[src/rtl/step_dir_gen.sv]
// Step/dir pulse generator for a stepper driver.
// Emits a counted train of fixed-width step pulses after a dir setup delay.
module step_dir_gen #(
  parameter int CNT_W     = 16,
  parameter int PER_W     = 16,
  parameter int DIR_SETUP = 4
) (
  input  logic             clk,
  input  logic             reset,
  input  logic             cmd_valid,
  output logic             cmd_ready,
  input  logic             cmd_dir,
  input  logic [CNT_W-1:0] cmd_steps,
  input  logic [PER_W-1:0] cmd_period,
  input  logic [7:0]       cmd_pulse_w,
  input  logic             abort,
  output logic             step,
  output logic             dir,
  output logic             busy,
  output logic             done,
  output logic [CNT_W-1:0] steps_left
);

  localparam int W0 = (PER_W > 9) ? PER_W : 9;
  localparam int SW = $clog2(DIR_SETUP + 1);
  localparam int W  = (W0 > SW) ? W0 : SW;
  localparam logic [W-1:0] SETUP_N = W'(DIR_SETUP - 1);

  typedef enum logic [1:0] {
    IDLE,
    SETUP,
    HIGH,
    LOW
  } state_t;

  state_t state;
  logic [W-1:0] cnt;
  logic [W-1:0] pw_q;
  logic [W-1:0] lo_q;
  logic         ab_q;

  logic [W-1:0] pw_eff;
  logic [W-1:0] per_ext;
  logic [W-1:0] per_eff;
  logic         accept;
  logic         last;

  always_comb begin
    pw_eff  = W'(cmd_pulse_w);
    if (cmd_pulse_w == 8'd0)
      pw_eff = W'(1);
    per_ext = W'(cmd_period);
    per_eff = per_ext;
    if (per_ext <= pw_eff)
      per_eff = pw_eff + W'(1);
  end

  assign accept    = cmd_valid && (state == IDLE);
  assign last      = (cnt == '0);
  assign cmd_ready = (state == IDLE);
  assign busy      = (state != IDLE);

  always_ff @(posedge clk) begin
    if (reset) begin
      state      <= IDLE;
      cnt        <= '0;
      pw_q       <= W'(1);
      lo_q       <= W'(1);
      ab_q       <= 1'b0;
      step       <= 1'b0;
      dir        <= 1'b0;
      done       <= 1'b0;
      steps_left <= '0;
    end else begin
      done <= 1'b0;
      unique case (state)
        IDLE: begin
          ab_q <= 1'b0;
          if (accept) begin
            if (cmd_steps == '0) begin
              done <= 1'b1;
            end else begin
              state      <= SETUP;
              cnt        <= SETUP_N;
              dir        <= cmd_dir;
              steps_left <= cmd_steps;
              pw_q       <= pw_eff;
              lo_q       <= per_eff - pw_eff;
            end
          end
        end
        SETUP: begin
          if (abort) begin
            state <= IDLE;
            done  <= 1'b1;
          end else if (last) begin
            state <= HIGH;
            step  <= 1'b1;
            cnt   <= pw_q - W'(1);
          end else begin
            cnt <= cnt - W'(1);
          end
        end
        HIGH: begin
          ab_q <= ab_q | abort;
          if (last) begin
            step <= 1'b0;
            if (steps_left != '0)
              steps_left <= steps_left - CNT_W'(1);
            if (ab_q || abort) begin
              // pulse finished at full width; no low phase after abort
              state <= IDLE;
              done  <= 1'b1;
              ab_q  <= 1'b0;
            end else begin
              state <= LOW;
              cnt   <= lo_q - W'(1);
            end
          end else begin
            cnt <= cnt - W'(1);
          end
        end
        LOW: begin
          if (abort) begin
            state <= IDLE;
            done  <= 1'b1;
          end else if (last) begin
            if (steps_left == '0) begin
              state <= IDLE;
              done  <= 1'b1;
            end else begin
              state <= HIGH;
              step  <= 1'b1;
              cnt   <= pw_q - W'(1);
            end
          end else begin
            cnt <= cnt - W'(1);
          end
        end
        default: state <= IDLE;
      endcase
    end
  end

endmodule

[config.mk]
export PLATFORM = sky130hd
export DESIGN_NAME = step_dir_gen
export DESIGN_NICKNAME = d
export VERILOG_FILES = /design/src/rtl/step_dir_gen.sv
export SDC_FILE = /design/constraint.sdc
export NUM_CORES = 1
export LEC_CHECK = 0
export ABC_AREA = 1
export CAP_MARGIN = 20
export CORE_MARGIN = 3
export CORE_UTILIZATION = 51
export CTS_CLUSTER_DIAMETER = 50
export DETAILED_ROUTE_END_ITERATION = 10
export PLACE_DENSITY = 0.78
export SLEW_MARGIN = 20
export SYNTH_ARGS = -nofsm -noshare
export SYNTH_HDL_FRONTEND = slang
export SYNTH_SLANG_ARGS = --single-unit
[constraint.sdc]
create_clock -name clk -period 4.75 [get_ports clk]
set_clock_uncertainty 0.1 [all_clocks]
set_input_delay 0.95 -clock clk [delete_from_list [all_inputs] [get_ports clk]]
set_output_delay 0.95 -clock clk [all_outputs]
set_load 0.01 [all_outputs]
==> results of run 1 <==
sequential cells by signal, summed over array words and instances, names as in the netlist:
name        flops
lo_q           16
pw_q            8
step            1
state           2
cnt            16
ab_q            1
dir             1
steps_left     16
done            1
cells by family (layout without fill, tap and decap cells):
logic type	count (synthesis)	in the layout
flops	62	62
xor+xnor	38	38
buf+inv	121	193
compound gates	179	179
fa+ha+maj	22	22
simple gates	330	330
power groups by stage:
stage / Clock (mW) / Sequential, mW / Combinational [mW]
final: 0.511 / 0.672 / 0.845
after floorplan: 0 / 0.674 / 0.610
after detailed placement: 0 / 0.681 / 0.831
after CTS: 0.518 / 0.671 / 0.839
after global routing: 0.545 / 0.683 / 0.947
after global placement: 0 / 0.679 / 0.813
worst min-delay path by stage:
stage,slack (ns),start,endpoint,cells after the start
finish,0.37,step,step,2
global route,0.41,step,step,2
CTS,0.38,step,step,2
detailed placement,0.36,step,step,2
global placement,0.35,step,step,2
floorplan,0.34,lo_q[0],lo_q[0],2
worst max-delay path: cells and delay by family:
family / cells / cell delay (ns)
buffers and inverters: 5 / 0.64
and+or+nand+nor: 21 / 1.61
AOI/OAI and AO/OA: 3 / 0.52
adders and majority gates: 3 / 0.79
area by class of cell:
| type | instances | area share, % |
|---|---|---|
| flip-flops and latches | 62 | 21.2 |
| clock buffers | 12 | 2.48 |
| repair buffers | 80 | 13.0 |
| clock inverters | 4 | 1.20 |
| multi-input cells | 569 | 53.1 |
| inverters | 97 | 6.24 |
| well taps | 126 | 2.69 |
cells in the final DEF, fill, tap and decap left out, drive strengths merged, types with 4 or more instances in the layout:
master	n
a211oi	5
a21oi	75
buf	15
clkbuf	12
clkdlybuf4s50	65
dfxtp	62
ha	21
inv	96
nand2	139
nand3	45
nand4	12
nor2	105
nor3	11
nor4	7
o211ai	4
o21ai	82
o22ai	5
or2	8
xnor2	10
xor2	28
through the flow:
stage	setup slack (ns)	cells
5_1_grt	0.0164	950
6_report	0.358	950
3_3_place_gp	0.0762	934
2_1_floorplan	0.0449	752
3_5_place_dp	-0.135	934
4_1_cts	0.223	950
per-layer routing:
metal	vias to the layer above	GRT usage, %
met2	144	44.0
li1	2618	-
met1	2345	29.1
met5	-	0
met4	0	8.47
met3	13	4.09
synth_stat cells (all sizes together), types with 2 or more instances:
| cell | number |
|---|---|
| dfxtp | 62 |
| o22ai | 5 |
| xnor2 | 10 |
| nand4 | 12 |
| clkbuf | 14 |
| ha | 21 |
| buf | 10 |
| a211oi | 5 |
| nor3 | 11 |
| nor2 | 105 |
| nand3b | 3 |
| xor2 | 28 |
| o211ai | 4 |
| a21oi | 75 |
| nor4 | 7 |
| inv | 96 |
| or2 | 8 |
| nand3 | 45 |
| nand2 | 139 |
| a21o | 2 |
| o21ai | 82 |
==> results.py, run 1 <==
metrics = {
    "die": {
        "pin_count": 66,
        "initial_core_util_pct": 53.9,
        "die_x_um": 103,
        "core-area_um2": 8980,
        "dieArea_um2": 10700,
        "die_h_um": 103,
        "placementRows": 34,
    },
    "timing": {
        "period_share_pct": 92.5,
        "hold_ws_ns": 0.371,
        "relSlewSlack_pct": 63.1,
        "worst_slew_pin_slew_ns": 0.553,
        "rsz0062_at_grt": "false",
        "hold_viol": 0,
        "tns_ns": 0,
        "slew_violations": 0,
        "max_freq_mhz": 228,
        "setup_viol": 0,
        "min_period_ns": 4.39,
    },
    "logic_synthesis": {
        "synthArstFlopShare_pct": 0,
        "synth_fp_nets": 819,
        "synth_compound_area_share_pct": 19.9,
        "synth-xor-area-share_pct": 6.88,
        "ys_types": 43,
        "syn_avg_cell_area_um2": 6.43,
        "syn_area_um2": 4840,
        "synth_edf_count": 0,
        "synthCells": 752,
        "yosysTopAreaCell": "dfxtp_1",
        "synth-seq-area-share_pct": 25.7,
        "synthAdderAreaFrac_pct": 5.85,
        "muxShareOfSynthArea_pct": 0,
        "synth_area_leaders": "dfxtp_1 (26%), nand2_1 (10%), a21oi_1 (7.8%), o21ai_0 (7.2%), nor2_1 (7.1%)",
        "ys.flop_type": "dfxtp_1",
        "yosys_warnings": 0,
        "synth_top_family_by_area": "simple AND/OR/NAND/NOR gates",
        "ys_ff_latch": 62,
        "synth_top_area_share_pct": 25.7,
        "synth_simple_gate_area_share_pct": 31.4,
    },
    "routing": {
        "ant_nets": 0,
        "drt-pass1-iter-count": 5,
        "detail_route.wl_per_cell_um": 13.1,
        "dr.max_layer_used": "met4",
        "drc": 0,
        "num_vias": 5120,
        "met1_length_mm": 5.44,
        "first_iter_violations": 250,
        "finalWirelength_mm": 12.4,
        "dr_wl_met3_um": 646,
        "route.met2.wl_mm": 6.18,
        "viasPerCell": 5.39,
    },
    "placement": {
        "dpl.hpwl_mm": 9.31,
        "io_buffers": 65,
        "place_area_um2": 5630,
        "place.gp.congestion": 0.912,
    },
    "power": {
        "p_int_mw": 1.24,
        "total_power_mw": 2.03,
        "power_density_nw_per_um2": 346,
        "p_sw_share_pct": 38.9,
        "leakagePower_nw": 2.64,
        "p_switching_mw": 0.789,
        "p_comb_share_pct": 41.7,
        "clock_power_share_pct": 25.2,
        "seqPwrFrac_pct": 33.2,
        "vdd_drop_max_uv": 177,
    },
    "worst_setup_path": {
        "reg2reg_slack_ns": 1.98,
        "cpMostUsedCell": "nand2_1",
        "worstPathMaxFanout": 5,
        "crit_start": "cmd_pulse_w[5]",
        "rr_startpoint": "cnt[0]",
        "max_stage_delay_ns": 0.42,
        "critPathKind": "in2reg",
        "start_kind": "input pin",
        "crit_path_end_kind": "flop",
        "endpoint": "lo_q[14]",
        "cpMaxStageDelayCell": "clkdlybuf4s50_1",
        "reg2reg_to": "steps_left[2]",
        "required_ns": 4.89,
        "arrival_ns": 4.53,
        "rr_worst_depth": 12,
    },
    "cts": {
        "cts_setup_buffers": 0,
        "tritoncts": "done",
        "clk_latency_ns": 0.34,
        "cts_buffer_depth": 2,
        "cts_hold_buf": 0,
        "cts_resized": 0,
        "clk_pin_slew_ns": 0.07,
        "cts_max_level": 3,
        "cts_inserted_buffers": 9,
        "cts.sinks": 62,
        "cts_root_buf": "clkbuf_8",
    },
    "layout": {
        "fin_util_pct": 65.2,
        "multiInputGateArea_um2": 3110,
        "synthToLayoutAreaGrowth_pct": 21.0,
        "antenna_cells": 0,
        "drive_above_1_share_pct": 9.83,
        "post-route-cell-area_um2": 5850,
        "regArea_um2": 1240,
        "nNetsFinal": 886,
        "n_fill_cell": 851,
    },
    "global_routing": {
        "grt_pass1_vias": 4925,
        "grt_usage_pct": 24.4,
        "grt_max_degree": 37,
        "grt_overflow": 0,
        "grt_pass1_wl_mm": 21.1,
        "antenna_found_initial": 0,
    },
    "flow_run": {
        "drv_cap": 0,
    },
    "run_status": {
        "outcome": "completed",
    },
    "min_path": {
        "hold_class": "reg2reg",
    },
}
Power figures use the tool's default switching activity.
==> run 2: changes to the inputs <==
Settings changed: CORE_UTILIZATION 51 to 55, PLACE_DENSITY 0.78 to 0.8.
Clock period 4.75 ns to 4.4 ns, I/O delays scaled along.
==> run 2 against run 1 <==
  * Clock power is 11% lower
  * Utilization is 6.7 points higher
  * Sequential share of layout area is 0.61 points lower
==> results.py, run 2 (synthesis results as in run 1) <==
metrics = {
    "placement": {
        "dpl.hpwl_mm": 9.23,
        "place_area_um2": 5680,
        "place.gp.congestion": 0.829,
        "pre_cts_slack_ns": -0.202,
        "io_buffers": 65,
    },
    "cts": {
        "cts.sinks": 62,
        "cts_max_level": 3,
        "clk_pin_slew_ns": 0.06,
        "cts_inserted_buffers": 9,
        "tritoncts": "done",
        "cts_root_buf": "clkbuf_8",
        "clk_latency_ns": 0.35,
        "cts_hold_buf": 0,
        "cts_buffer_depth": 2,
    },
    "die": {
        "die_x_um": 99.8,
        "core-area_um2": 8380,
        "placementRows": 33,
        "dieArea_um2": 9960,
        "die_h_um": 99.8,
        "pin_count": 66,
        "initial_core_util_pct": 57.7,
    },
    "flow_run": {
        "drv_cap": 0,
    },
    "worst_setup_path": {
        "cpMaxStageDelayCell": "clkdlybuf4s50_1",
        "start_kind": "input pin",
        "reg2reg_slack_ns": 1.56,
        "required_ns": 4.59,
        "crit_path_end_kind": "flop",
        "cpMostUsedCell": "nand2_1",
        "worstPathMaxFanout": 5,
        "max_stage_delay_ns": 0.48,
        "arrival_ns": 4.51,
        "critPathKind": "in2reg",
    },
    "routing": {
        "dr.max_layer_used": "met4",
        "ant_nets": 0,
        "viasPerCell": 5.54,
        "route.met2.wl_mm": 6.28,
        "drt-pass1-iter-count": 5,
        "dr_wl_met3_um": 646,
        "detail_route.wl_per_cell_um": 13.6,
        "finalWirelength_mm": 12.9,
        "met1_length_mm": 5.68,
        "first_iter_violations": 256,
        "num_vias": 5245,
        "drc": 0,
    },
    "timing": {
        "period_share_pct": 98.1,
        "hold_ws_ns": 0.374,
        "max_freq_mhz": 232,
        "worst_slew_pin_slew_ns": 1.07,
        "relSlewSlack_pct": 28.2,
        "slew_violations": 0,
        "setup_viol": 0,
        "fin_ws_ns": 0.0815,
        "hold_viol": 0,
        "min_period_ns": 4.32,
    },
    "global_routing": {
        "grt_pass1_vias": 4788,
        "grt_usage_pct": 24.9,
        "grt_overflow": 0,
        "antenna_found_initial": 0,
        "grt_max_degree": 40,
        "grt_pass1_wl_mm": 20.7,
    },
    "run_status": {
        "outcome": "completed",
    },
    "power": {
        "vdd_drop_max_uv": 145,
        "power_density_nw_per_um2": 354,
        "total_power_mw": 2.13,
        "leakagePower_nw": 2.76,
    },
    "layout": {
        "mostFrequentLayoutCells": "nand2_1 (126), nor2_1 (89), inv_1 (86), a21oi_1 (71), o21ai_0 (69)",
        "reg_top3": "cnt (16), lo_q (16), steps_left (16)",
        "synthToLayoutAreaGrowth_pct": 24.6,
        "drive_above_1_share_pct": 13.9,
        "antenna_cells": 0,
        "layout.cells.most_common": "nand2_1",
        "nNetsFinal": 906,
        "post-route-cell-area_um2": 6030,
    },
    "min_path": {
        "hold_class": "reg2reg",
    },
}
[run 2: cell type report]
| type | instances | area (um2) |
|---|---|---|
| timing repair buffer | 100 | 931 |
| multi-input combinational | 569 | 3180 |
| clock buffer | 13 | 169 |
| clock inverter | 1 | 5.00 |
| inverter | 97 | 365 |
| fill | 713 | 2360 |
| tap | 105 | 131 |
| sequential | 62 | 1240 |
[run 2: final timing paths]
kind | to | from | depth (start not counted)
min reg2reg | step | step | 2
max | lo_q[10] | cmd_pulse_w[1] | 29
max reg2reg | cnt[9] | state[0] | 9
min | step | step | 2
[run 2: report_power, final]
group	internal (mW)	leakage, nW	switching (mW)
Clock	0.244	0.0914	0.213
Combinational	0.385	2.16	0.563
Sequential	0.642	0.512	0.0836
Total	1.27	2.76	0.860
[run 2: metal layers]
layer | up-vias | global-route usage (%)
li1 | 2657 | -
met1 | 2418 | 30.4
met2 | 143 | 43.9
met5 | - | 0
met3 | 27 | 3.54
met4 | 0 | 10.4
[run 2: timing repair]
action / 4_1_cts / 5_1_grt
resized for setup: 0 / 28
buffers inserted: 0 / 10
setup endpoints to repair: 0 / 6
[run 2: critical path: cells and delay by family]
family | cells | cell delay, ns
buffers and inverters | 5 | 0.76
and+or+nand+nor | 16 | 1.17
xor gates and xnor gates | 1 | 0.13
AOI/OAI and AO/OA | 4 | 0.75
adders and majority gates | 3 | 0.82
[run 2: per-stage QoR]
step / utilization, % / instances / TNS (ns)
final: 71.9 / 947 / 0
after global routing: 71.9 / 947 / -0.537
after CTS: 69.9 / 937 / 0
after detailed placement: 67.8 / 923 / -0.744
after global placement: 67.8 / 923 / -0.0214
after floorplan: - / 752 / 0
==> run 3: changes to the inputs <==
Settings changed: HOLD_SLACK_MARGIN from default to 0.12.
==> results of run 3 <==
Same layout as run 2: the final DEF is identical, and so are final timing and power.
==> edit 1 (config.mk and constraints of run 2) <==
The 4 states of `state_t` get a one-hot encoding in 4 bits.
--- a/src/rtl/step_dir_gen.sv
+++ b/src/rtl/step_dir_gen.sv
@@ -28,7 +28,7 @@
 
-  typedef enum logic [1:0] {
-    IDLE,
-    SETUP,
-    HIGH,
-    LOW
+  typedef enum logic [3:0] {
+    IDLE  = 4'b0001,
+    SETUP = 4'b0010,
+    HIGH  = 4'b0100,
+    LOW   = 4'b1000
   } state_t;
Check against the original RTL: same outputs for any inputs over 4 cycles, from zero or initial values and one cycle with reset high; so few cycles prove little.
==> edit 1 against run 2 <==
Final area rose by 1.6%. Sequential share of layout area up 0.32 points. Fmax up 6.2%. Core utilization down 3.0 points. Routed wire length increased by 7.6%. Synthesized area up 5.8%. Sequential cell count increased by 2. Worst setup slack gained 0.25 ns. Final cell count rose by 5.7%. Critical endpoint is now lo_q[15]. Largest cell class unchanged.
Power is not compared: it rests on default switching activity, and its combinational part moved more than twofold at a synthesized area within 25%.
==> edit 1: results (changes against run 2) <==
- The arrival time at the worst endpoint came to 4.22 ns (-0.29 ns).
- The sequential fraction of the synthesis area is 25.0% (-0.63 points).
- The proportion of netlist area held by the largest area contributor came to 25.0% (-0.63 points).
- The non-clock buffer area fraction after layout is 13.0% (-2.5 points).
- The post-placement worst setup slack is -0.0369 ns (+0.165 ns).
- The clock tree cell share of total cell area is 2.70% (-0.19 points).
- The global placer's final weighted congestion was 0.885 (+6.7%).
- The violation count after the first detailed-routing iteration is 375 (+46%).
- The area of the multi-input gates is 0.00331 mm^2 (+3.9%).
- The number of library cell types mapped by synthesis is 50 (+16%).
- The half-perimeter wire length after placement is 10400 um (+12%).
- The post-synthesis adder-cell area fraction is 5.52% (-0.32 points).
- The number of global-route vias before repair is 5064 (+5.8%).
- The count of inverters other than clock inverters in the layout is 118 (+22%).
- The placed cell area came to 0.00593 mm^2 (+4.4%).
- The number of buffers outside the clock class in the layout came to 84 (-16%).
- The biggest fanout along the worst timing path came to 4 (-1).
- The flip-flop and latch area is 0.00128 mm^2 (+3.2%).
- The number of placed instances with taps included is 985 (+6.7%).
- The pin count of the biggest net entering global routing is 41 (+2.5%).
- The count of nets after finishing was 955 (+5.4%).
- The xor-xnor portion of the synthesized cell area came to 5.65% (-1.2 points).
- The wire length reported by the detailed router is 13800 um (+7.6%).
- The delay of the slowest cell on the worst path is 0.46 ns (-0.02 ns).
- The via total after detailed routing is 5511 (+5.1%).
- The global routing met3 resource utilization came to 4.44% (+0.89 points).
- The run finished with clean final reports.
- The multi-input combinational cell count came to 611 (+7.4%).
- The area fraction in compound gates after synthesis is 20.0% (+0.13 points).
- The synthesized area per cell was 6.29 um^2 (-2.2%).
- The first-pass GRT wire length is 22700 um (+9.7%).
- The global-route usage over all layers was 26.8% (+1.9 points).
- Sorting the synthesized cells by area gives the leading types as sky130_fd_sc_hd__dfxtp_1, sky130_fd_sc_hd__nand2_1, sky130_fd_sc_hd__nor2_1.
- The fraction of final layout cells with drive strength greater than 1 was 8.96% (-4.9 points).
- The number of clock-tree buffers in the layout is 12 (-1).
- The total non-filler cell area in the finished layout is 0.00612 mm^2 (+1.6%).
[edit 1: cell count changes in the layout (fill, tap and decap cells not counted), sizes merged, moves of 8 or more]
cell	run 2	this run
buf	35	19
nor2	105	138
inv	95	117
nand2	139	153
nand3	45	53
a21oi	75	65
[edit 1: cells by family (layout without fill, tap and decap cells)]
| group | after synthesis | after routing |
|---|---|---|
| AOI/OAI and AO/OA | 179 | 179 |
| xor gates and xnor gates | 33 | 33 |
| adders and majority gates | 22 | 22 |
| buffers and inverters | 139 | 218 |
| DFF | 64 | 64 |
| and+or+nand+nor | 377 | 377 |
[edit 1: worst paths after layout]
kind	startpoint	end	slack (ns)
worst min register to register	ab_q	ab_q	0.37
worst min-delay path	ab_q	ab_q	0.37
worst max-delay path	cmd_pulse_w[5]	lo_q[15]	0.33
worst max register to register	cnt[0]	steps_left[1]	1.61
[edit 1: routing by layer]
layer  part of all wire, %  vias up
met2                    46      194
li1                      -     2810
met5                     0        -
met3                   7.0       16
met1                    45     2491
met4                   1.4        0
==> edit 2 (flow settings as in run 2) <==
Made on the original files. Change the parameter `PER_W` from 16 to 24.
--- a/src/rtl/step_dir_gen.sv
+++ b/src/rtl/step_dir_gen.sv
@@ -4,3 +4,3 @@
   parameter int CNT_W     = 16,
-  parameter int PER_W     = 16,
+  parameter int PER_W     = 24,
   parameter int DIR_SETUP = 4
Ports: changed (resized cmd_period); port bits go from 66 to 74. No check against the original RTL was run, so the function may have changed too.
==> edit 2 against run 2 <==
Non-clock buffer count is 36 higher. Worst setup slack better by 0.18 ns. Critical path depth is 1 lower. First-iteration DRC count is 130% higher. Clock power is 52% higher. Fmax is 4.3% higher. Via count is 32% higher. Sequential cell count is 16 higher. Worst hold slack worse by 0.0032 ns. Power is 41% higher. Final area is 32% higher. Routed wire length is 35% higher. Synthesized area is 31% higher. Highest routed layer unchanged.
==> edit 2: results (changes against run 2) <==
- By area the synthesized netlist is led by sky130_fd_sc_hd__dfxtp_1, sky130_fd_sc_hd__nand2_1, sky130_fd_sc_hd__nor2_1.
- The part of the cycle the worst path needs is 94.1% (-4.1 points).
- The violation count after the first detailed-routing iteration is 588 (+130%).
- The biggest fanout along the worst timing path is 7 (+2).
- The half-perimeter wire length after placement is 13100 um (+41%).
- The area of the multi-input gates was 0.00416 mm^2 (+31%).
- The endpoint of the worst register-to-register path is steps_left[11].
- The number of nets produced by synthesis is 1098 (+34%).
- The global placer's final weighted congestion is 0.917 (+11%).
- The number of clock sinks is 78 (+26%).
- The number of fill cells is 965 (+35%).
- The number of buffers outside the clock class in the layout came to 136 (+36%).
- The sequential fraction of the synthesis area was 24.7% (-0.93 points).
- The length in cells of the worst reg-to-reg path is 10 (+1).
- The number of library cell types mapped by synthesis is 49 (+14%).
- The area fraction in compound gates after synthesis is 19.7% (-0.13 points).
- The pin count of the biggest net entering global routing is 51 (+28%).
- The clock tree cell share of total cell area is 3.39% (+0.50 points).
- The number of clock-tree buffers in the layout is 14 (+1).
- The first-pass GRT wire length is 29100 um (+41%).
- The synthesized area per cell is 6.17 um^2 (-4.0%).
- The post-synthesis adder-cell area fraction is 4.48% (-1.4 points).
- The startpoint of the worst register-to-register path is cnt[0].
- The number of input and output port buffers inserted is 73 (+12%).
- The number of vias per cell is 5.42 (-2.2%).
- The average detailed-routed wire length per instance is 13.6 um (-0.17%).
- The global-route usage over all layers is 27.4% (+2.4 points).
- The xor-xnor portion of the synthesized cell area is 6.52% (-0.36 points).
- The transition time of the tightest slew-check pin was 0.691 ns (-0.379 ns).
- The fraction of area in registers came to 19.7% (-0.92 points).
- The total sequential power was 0.963 mW (+33%).
- The worst hold margin is 0.370 ns (-0.00322 ns).
- The number of cells upsized or downsized after cts came to 2 (+2).
- The count of nets after finishing came to 1214 (+34%).
- The layout-stage area growth over the synthesis result is 25.7%.
- The total leakage power is 3.66 nW (+33%).
- The fraction of final layout cells with drive strength greater than 1 was 12.2% (-1.7 points).
- The part of the power in the clock network was 23.2% (+1.8 points).
- The area of the die is 0.0128 mm^2 (+29%).
- The arrival time at the worst endpoint is 4.27 ns (-0.24 ns).
- The worst ir drop on vdd is 340 uV (+130%).
- The switching power share of the total is 41.5% (+1.1 points).
- By count the netlist is led by sky130_fd_sc_hd__nand2_1, sky130_fd_sc_hd__nor2_1, sky130_fd_sc_hd__inv_1.
- The flow ran to the end, and the final reports show no timing, DRC or antenna violations.
- The number of global-route vias before repair was 6452 (+35%).
- The cell sitting at the root of the clock tree is a sky130_fd_sc_hd__clkbuf_16.
- The critical path starts at cmd_pulse_w[4].
- The multi-input combinational cell count is 765 (+34%).
- The final non-filler cell total is 1283 (+35%).
==> edit 2: worst max-delay path, cell delays in order <==
cell and delay, ns:
sky130_fd_sc_hd__clkdlybuf4s50_1 0.47, sky130_fd_sc_hd__nor2_1 0.06, sky130_fd_sc_hd__a31oi_1 0.21, sky130_fd_sc_hd__inv_1 0.09, sky130_fd_sc_hd__ha_1 0.18, sky130_fd_sc_hd__inv_1 0.05
sky130_fd_sc_hd__nand2_1 0.04, sky130_fd_sc_hd__nand2_1 0.05, sky130_fd_sc_hd__nand2_1 0.04, sky130_fd_sc_hd__nand2_1 0.05, sky130_fd_sc_hd__nand2_1 0.04, sky130_fd_sc_hd__nand2_1 0.05
sky130_fd_sc_hd__nand2_1 0.06, sky130_fd_sc_hd__and2_4 0.15, sky130_fd_sc_hd__buf_4 0.15, sky130_fd_sc_hd__o21a_1 0.18, sky130_fd_sc_hd__ha_1 0.28, sky130_fd_sc_hd__nand2_1 0.06
sky130_fd_sc_hd__o21ai_0 0.16, sky130_fd_sc_hd__buf_4 0.15, sky130_fd_sc_hd__nand4_1 0.12, sky130_fd_sc_hd__nand2_2 0.13, sky130_fd_sc_hd__nand4_4 0.13, sky130_fd_sc_hd__buf_4 0.17
sky130_fd_sc_hd__nand3_1 0.11, sky130_fd_sc_hd__nor2_1 0.05, sky130_fd_sc_hd__o21ai_1 0.12, sky130_fd_sc_hd__inv_1 0.04
==> edit 2: routing by layer <==
| layer | up-vias | routed length, um | track usage [%] |
|---|---|---|---|
| met5 | - | 0 | 0 |
| met4 | 0 | 326 | 10.1 |
| met3 | 31 | 1040 | 4.06 |
| met2 | 227 | 8100 | 45.7 |
| met1 | 3101 | 7940 | 35.8 |
| li1 | 3589 | - | - |
